### src/rtl/mining_scheduler_if.sv
// Job/hash handshake bundle for mining_scheduler.
// master: the scheduler itself; slave: host plus hashing module side.
interface mining_scheduler_if #(
    parameter int unsigned NONCE_W = 32
);
    logic               job_valid;
    logic               job_ready;
    logic [NONCE_W-1:0] start_nonce;
    logic [NONCE_W-1:0] end_nonce;
    logic               abort;
    logic               begin_hash;
    logic               quit_hash;
    logic               hash_done;
    logic               below_target;
    logic [NONCE_W-1:0] nonce;
    logic               found;
    logic [NONCE_W-1:0] found_nonce;
    logic               exhausted;
    logic               timeout_err;
    logic               busy;
    logic [31:0]        hash_count;

    modport master (
        input  job_valid, start_nonce, end_nonce, abort, hash_done, below_target,
        output job_ready, begin_hash, quit_hash, nonce, found, found_nonce, exhausted,
               timeout_err, busy, hash_count
    );

    modport slave (
        output job_valid, start_nonce, end_nonce, abort, hash_done, below_target,
        input  job_ready, begin_hash, quit_hash, nonce, found, found_nonce, exhausted,
               timeout_err, busy, hash_count
    );
endinterface

### src/rtl/mining_scheduler.sv
// Walks the hashing module over an inclusive, wrapping nonce range for one job.
// Define MINING_SCHEDULER_HASH_COUNT_EN to enable the saturating hash_count register.
module mining_scheduler #(
    parameter int unsigned NONCE_W     = 32,
    parameter int unsigned TIMEOUT_CYC = 1024
) (
    input logic               clk,
    input logic               n_rst,
    mining_scheduler_if.master bus
);
    localparam int unsigned WDOG_W = (TIMEOUT_CYC > 2) ? $clog2(TIMEOUT_CYC) : 1;
    localparam logic [WDOG_W-1:0] WDOG_LAST = WDOG_W'(TIMEOUT_CYC - 1);

    typedef enum logic [2:0] {
        StIdle, StStart, StWait, StFound, StExhaust, StAbort
    } state_t;

    state_t             state_q;
    logic [NONCE_W-1:0] end_q;
    logic [NONCE_W-1:0] nonce_q;
    logic [NONCE_W-1:0] found_nonce_q;
    logic [WDOG_W-1:0]  wdog_q;
    logic               begin_hash_q;
    logic               quit_hash_q;
    logic               found_q;
    logic               exhausted_q;
    logic               timeout_q;

    // Strobes are registered alongside the transition into the state that owns them.
    always_ff @(posedge clk or negedge n_rst) begin
        if (!n_rst) begin
            state_q       <= StIdle;
            end_q         <= '0;
            nonce_q       <= '0;
            found_nonce_q <= '0;
            wdog_q        <= '0;
            begin_hash_q  <= 1'b0;
            quit_hash_q   <= 1'b0;
            found_q       <= 1'b0;
            exhausted_q   <= 1'b0;
            timeout_q     <= 1'b0;
        end else begin
            begin_hash_q <= 1'b0;
            quit_hash_q  <= 1'b0;
            found_q      <= 1'b0;
            exhausted_q  <= 1'b0;
            timeout_q    <= 1'b0;
            unique case (state_q)
                StIdle: begin
                    if (bus.job_valid) begin
                        end_q         <= bus.end_nonce;
                        nonce_q       <= bus.start_nonce;
                        found_nonce_q <= '0;
                        begin_hash_q  <= 1'b1;
                        state_q       <= StStart;
                    end
                end
                StStart: begin
                    wdog_q <= '0;
                    if (bus.abort) begin
                        quit_hash_q <= 1'b1;
                        state_q     <= StAbort;
                    end else begin
                        state_q <= StWait;
                    end
                end
                StWait: begin
                    // abort beats hash_done, which beats the watchdog
                    if (bus.abort) begin
                        quit_hash_q <= 1'b1;
                        state_q     <= StAbort;
                    end else if (bus.hash_done) begin
                        if (bus.below_target) begin
                            found_nonce_q <= nonce_q;
                            found_q       <= 1'b1;
                            state_q       <= StFound;
                        end else if (nonce_q == end_q) begin
                            exhausted_q <= 1'b1;
                            state_q     <= StExhaust;
                        end else begin
                            nonce_q      <= nonce_q + 1'b1;
                            begin_hash_q <= 1'b1;
                            state_q      <= StStart;
                        end
                    end else if (wdog_q == WDOG_LAST) begin
                        timeout_q   <= 1'b1;
                        quit_hash_q <= 1'b1;
                        state_q     <= StAbort;
                    end else begin
                        wdog_q <= wdog_q + 1'b1;
                    end
                end
                StFound, StExhaust, StAbort: state_q <= StIdle;
                default: state_q <= StIdle;
            endcase
        end
    end

`ifdef MINING_SCHEDULER_HASH_COUNT_EN
    logic [31:0] hash_count_q;

    always_ff @(posedge clk or negedge n_rst) begin
        if (!n_rst) begin
            hash_count_q <= '0;
        end else if (state_q == StIdle && bus.job_valid) begin
            hash_count_q <= '0;
        end else if (state_q == StWait && bus.hash_done && !bus.abort &&
                     hash_count_q != '1) begin
            hash_count_q <= hash_count_q + 32'd1;
        end
    end

    assign bus.hash_count = hash_count_q;
`else
    assign bus.hash_count = 32'd0;
`endif

    assign bus.job_ready   = (state_q == StIdle);
    assign bus.busy        = (state_q != StIdle);
    assign bus.begin_hash  = begin_hash_q;
    assign bus.quit_hash   = quit_hash_q;
    assign bus.found       = found_q;
    assign bus.exhausted   = exhausted_q;
    assign bus.timeout_err = timeout_q;
    assign bus.nonce       = nonce_q;
    assign bus.found_nonce = found_nonce_q;
endmodule

### src/flat_wrapper.sv
// flat-port wrapper written by rule: the top's interface ports become plain ports
module mining_scheduler_flat 
#(
    parameter int unsigned NONCE_W     = 32,
    parameter int unsigned TIMEOUT_CYC = 1024
)
  (clk, n_rst, bus_job_valid, bus_start_nonce, bus_end_nonce, bus_abort, bus_hash_done, bus_below_target, bus_job_ready, bus_begin_hash, bus_quit_hash, bus_nonce, bus_found, bus_found_nonce, bus_exhausted, bus_timeout_err, bus_busy, bus_hash_count);
  mining_scheduler_if #(.NONCE_W(NONCE_W)) bus_i ();
  input logic clk;
  input logic n_rst;
  input wire logic [$bits(bus_i.job_valid)-1:0] bus_job_valid;
  input wire logic [$bits(bus_i.start_nonce)-1:0] bus_start_nonce;
  input wire logic [$bits(bus_i.end_nonce)-1:0] bus_end_nonce;
  input wire logic [$bits(bus_i.abort)-1:0] bus_abort;
  input wire logic [$bits(bus_i.hash_done)-1:0] bus_hash_done;
  input wire logic [$bits(bus_i.below_target)-1:0] bus_below_target;
  output wire logic [$bits(bus_i.job_ready)-1:0] bus_job_ready;
  output wire logic [$bits(bus_i.begin_hash)-1:0] bus_begin_hash;
  output wire logic [$bits(bus_i.quit_hash)-1:0] bus_quit_hash;
  output wire logic [$bits(bus_i.nonce)-1:0] bus_nonce;
  output wire logic [$bits(bus_i.found)-1:0] bus_found;
  output wire logic [$bits(bus_i.found_nonce)-1:0] bus_found_nonce;
  output wire logic [$bits(bus_i.exhausted)-1:0] bus_exhausted;
  output wire logic [$bits(bus_i.timeout_err)-1:0] bus_timeout_err;
  output wire logic [$bits(bus_i.busy)-1:0] bus_busy;
  output wire logic [$bits(bus_i.hash_count)-1:0] bus_hash_count;
  assign bus_i.job_valid = bus_job_valid;
  assign bus_i.start_nonce = bus_start_nonce;
  assign bus_i.end_nonce = bus_end_nonce;
  assign bus_i.abort = bus_abort;
  assign bus_i.hash_done = bus_hash_done;
  assign bus_i.below_target = bus_below_target;
  assign bus_job_ready = bus_i.job_ready;
  assign bus_begin_hash = bus_i.begin_hash;
  assign bus_quit_hash = bus_i.quit_hash;
  assign bus_nonce = bus_i.nonce;
  assign bus_found = bus_i.found;
  assign bus_found_nonce = bus_i.found_nonce;
  assign bus_exhausted = bus_i.exhausted;
  assign bus_timeout_err = bus_i.timeout_err;
  assign bus_busy = bus_i.busy;
  assign bus_hash_count = bus_i.hash_count;
  mining_scheduler #(.NONCE_W(NONCE_W), .TIMEOUT_CYC(TIMEOUT_CYC)) u_core (.clk(clk), .n_rst(n_rst), .bus(bus_i));
endmodule
### config.mk
export PLATFORM = sky130hd
export DESIGN_NAME = mining_scheduler_flat
export DESIGN_NICKNAME = d
export VERILOG_FILES = /design/src/rtl/mining_scheduler_if.sv /design/src/rtl/mining_scheduler.sv /design/src/flat_wrapper.sv
export SDC_FILE = /design/constraint.sdc
export NUM_CORES = 1
export LEC_CHECK = 0
export CAP_MARGIN = 20
export CORE_ASPECT_RATIO = 1.1
export CORE_MARGIN = 1
export CORE_UTILIZATION = 52
export DETAILED_ROUTE_END_ITERATION = 10
export GPL_TIMING_DRIVEN = 0
export PLACE_DENSITY_LB_ADDON = 0.25
export SYNTH_ARGS = -nofsm -noshare
export SYNTH_HDL_FRONTEND = slang
export SYNTH_SLANG_ARGS = --single-unit
### constraint.sdc
create_clock -name clk -period 4.9 [get_ports clk]
set_input_delay 0.735 -clock clk [delete_from_list [all_inputs] [get_ports clk]]
set_output_delay 0.735 -clock clk [all_outputs]
set_load 0.05 [all_outputs]
==> metrics <==
status finished, final reports clean; sequential cell area 0.00285 mm^2; htree depth 4; DRT iter0 DRCs 507; YS warnings 0; chip height 115 um; design area 0.00842 mm^2; setup bufs post-CTS 0; DIE WIDTH 105 um; R2R setup slack 1.96 ns; Leakage 3.68 nW; dominant cells by area after synthesis dfrtp_1 (47%), nand2_1 (11%), xnor2_1 (4.6%), buf_4 (4.2%), o21ai_0 (3.3%); max-cap violation count 0; Fmax achieved 331 MHz; CTS tree built; DIE AREA 0.0121 mm^2; R2R depth 8; PD cells 739 mW/mm^2; Slew @ Worst Pin 0.944 ns; first-pass GRT wire length 29.9 mm; Critical Path RT 4.16 ns; drt total wl 19.4 mm; Post-synth top flop dfrtp_1; Hold Vio Cnt, Final 0; CP max FO 8; core area 0.0114 mm^2; Async SR Flop Fraction 1.00; gpl congestion 0.915; final setup violation count 0; std cell rows 41; Setup crit start kind flop; DRT Pass-1 Iters 7; worst clock skew 0.00809 ns; slew margin rel. 0.371; total congestion overflow 0; terminus of the critical flop-to-flop path u_core.bus.nonce[28]; Area Growth Syn to Fin 38.7%; crit end category output port; largest area contributor in the netlist dfrtp_1; mapped cell area 0.00607 mm^2; peak supply drop 0.425 mV; final setup TNS 0 ns; EDFF count, synth 0; Avg WL per Cell 18.6 um; Multi-input gate area 0.00287 mm^2; Critical Path AT 2.29 ns; # resized after CTS 0; max-slew violation count 0; initial antenna violation count 0; period utilisation layout 0.617; Total GRT Usage 0.328; number of synthesized register bits 114; clock edge transition at the registers on the reported setup and hold paths 0.06 ns; CTS root buf clkbuf_16; Gate Count Post-Synth 692; Worst Hold Class in -> async; CTS buffer count 17; port bufs 139; dpl cell area 0.00779 mm^2; worst hold slack 0.431 ns; top cell type's share of synthesized area 0.470; Final min period 3.02 ns; synth unique cells 61; vias in the first global route 5,686; detailed placement HPWL 13.6 mm; final antenna-violating net count 0; most numerous cell in the Yosys netlist nand2_1; post-DR vias/cell 5.76; Clock Tree Buf Depth 2; sequential area share after synthesis 0.470; hold bufs inserted after CTS 0; layout cells sized above 1 0.0983; Fillers 893; Worst-Skew Late Latency 0.42 ns; initial core utilization 0.531; worst setup path category reg -> out; launching point of the worst reg2reg path u_core.bus.nonce[25]; vias after detailed routing 6,016; largest net degree at the start of global routing 71; RSZ-0062 raised after global routing no; syn avg cell area 8.77 um^2; Net count, final 954; n_diodes 0; Post-synth top cells nand2_1 (180), dfrtp_1 (114), nor2_1 (41), o21ai_0 (40), clkbuf_1 (36); CTS sink cnt 114; I/O pin count 173; DRC 0
## cell usage in the layout (no fill, tap or decap), types with 15 or more instances in the layout
cell and n:
buf_4 35, nand2_1 180, clkbuf_16 17, conb_1 32
nor2_1 41, xnor2_1 32, and3_1 15, nand4_1 16
clkbuf_1 36, clkdlybuf4s50_1 138, o21ai_0 40, a21oi_1 29
dfrtp_1 114
## flip-flops by register name, indices dropped and copies added (netlist names), 3 cells and up
signal                  flops
u_core.state_q              3
u_core.bus.found_nonce     32
u_core.end_q               32
u_core.bus.nonce           32
u_core.wdog_q              10
## area by class of cell
cell class,count,share of cell area
clock inverter,14,0.0223
multi-input combinational,524,0.341
timing repair buffer,140,0.168
buffer,79,0.0522
inverter,6,0.00268
tap,150,0.0223
clock buffer,18,0.0522
sequential,114,0.339
## power by group
group | switching, W | total (W) | internal (W)
Combinational | 0.00207 | 0.00314 | 0.00108
Sequential | 0.000441 | 0.00176 | 0.00132
Clock | 0.000457 | 0.00132 | 0.000860
## routing by layer
| layer | global-route usage | routed length, um | up-vias |
|---|---|---|---|
| li1 | - | - | 2728 |
| met1 | 0.408 | 7540 | 2884 |
| met2 | 0.549 | 9550 | 347 |
| met3 | 0.0680 | 1640 | 57 |
| met4 | 0.161 | 652 | 0 |
| met5 | 0 | 0 | - |
## worst max-delay path, cell delays in order (launching register included)
cell and delay [ns]:
dfrtp_1 0.46, nor3_1 0.50, clkdlybuf4s50_1 0.91
## worst max-delay path by stage
| stage | from | end | slack [ns] | depth (start not counted) |
|---|---|---|---|---|
| global route | u_core.state_q[0] | bus_job_ready | 1.76 | 2 |
| finish | u_core.state_q[0] | bus_job_ready | 1.88 | 2 |
| CTS | u_core.state_q[1] | bus_job_ready | 1.89 | 2 |
| detailed placement | bus_hash_done | u_core.bus.found_nonce[0] | 1.94 | 9 |
| global placement | n_rst | u_core.end_q[2] | -1.22 | 1 |
| floorplan | u_core.state_q[0] | bus_busy | 1.85 | 2 |
## per-stage QoR
step | instances | utilization | total power [W] | setup WS, ns
finish | 1045 | 0.736 | 0.00622 | 1.88
global route | 1045 | 0.736 | 0.00649 | 1.76
CTS | 1045 | 0.736 | 0.00618 | 1.89
detailed placement | 1013 | 0.681 | 0.00484 | 1.94
global placement | 1012 | 0.679 | 0.00477 | -1.22
floorplan | 723 | - | 0.00378 | 1.85
## logic make-up (layout without fill, tap and decap cells)
family                     count (synthesis)  count (layout)  share of synthesized area
AOI/OAI and AO/OA                        153             153                      0.166
xor gates and xnor gates                  39              39                     0.0563
adders and majority gates                  2               2                    0.00412
buffers and inverters                     85             257                     0.0761
DFF                                      114             114                      0.470
muxes                                      1               1                    0.00165
other                                      1              32                   0.000618
and+or+nand+nor                          297             297                      0.226
Power figures use the tool's default switching activity.
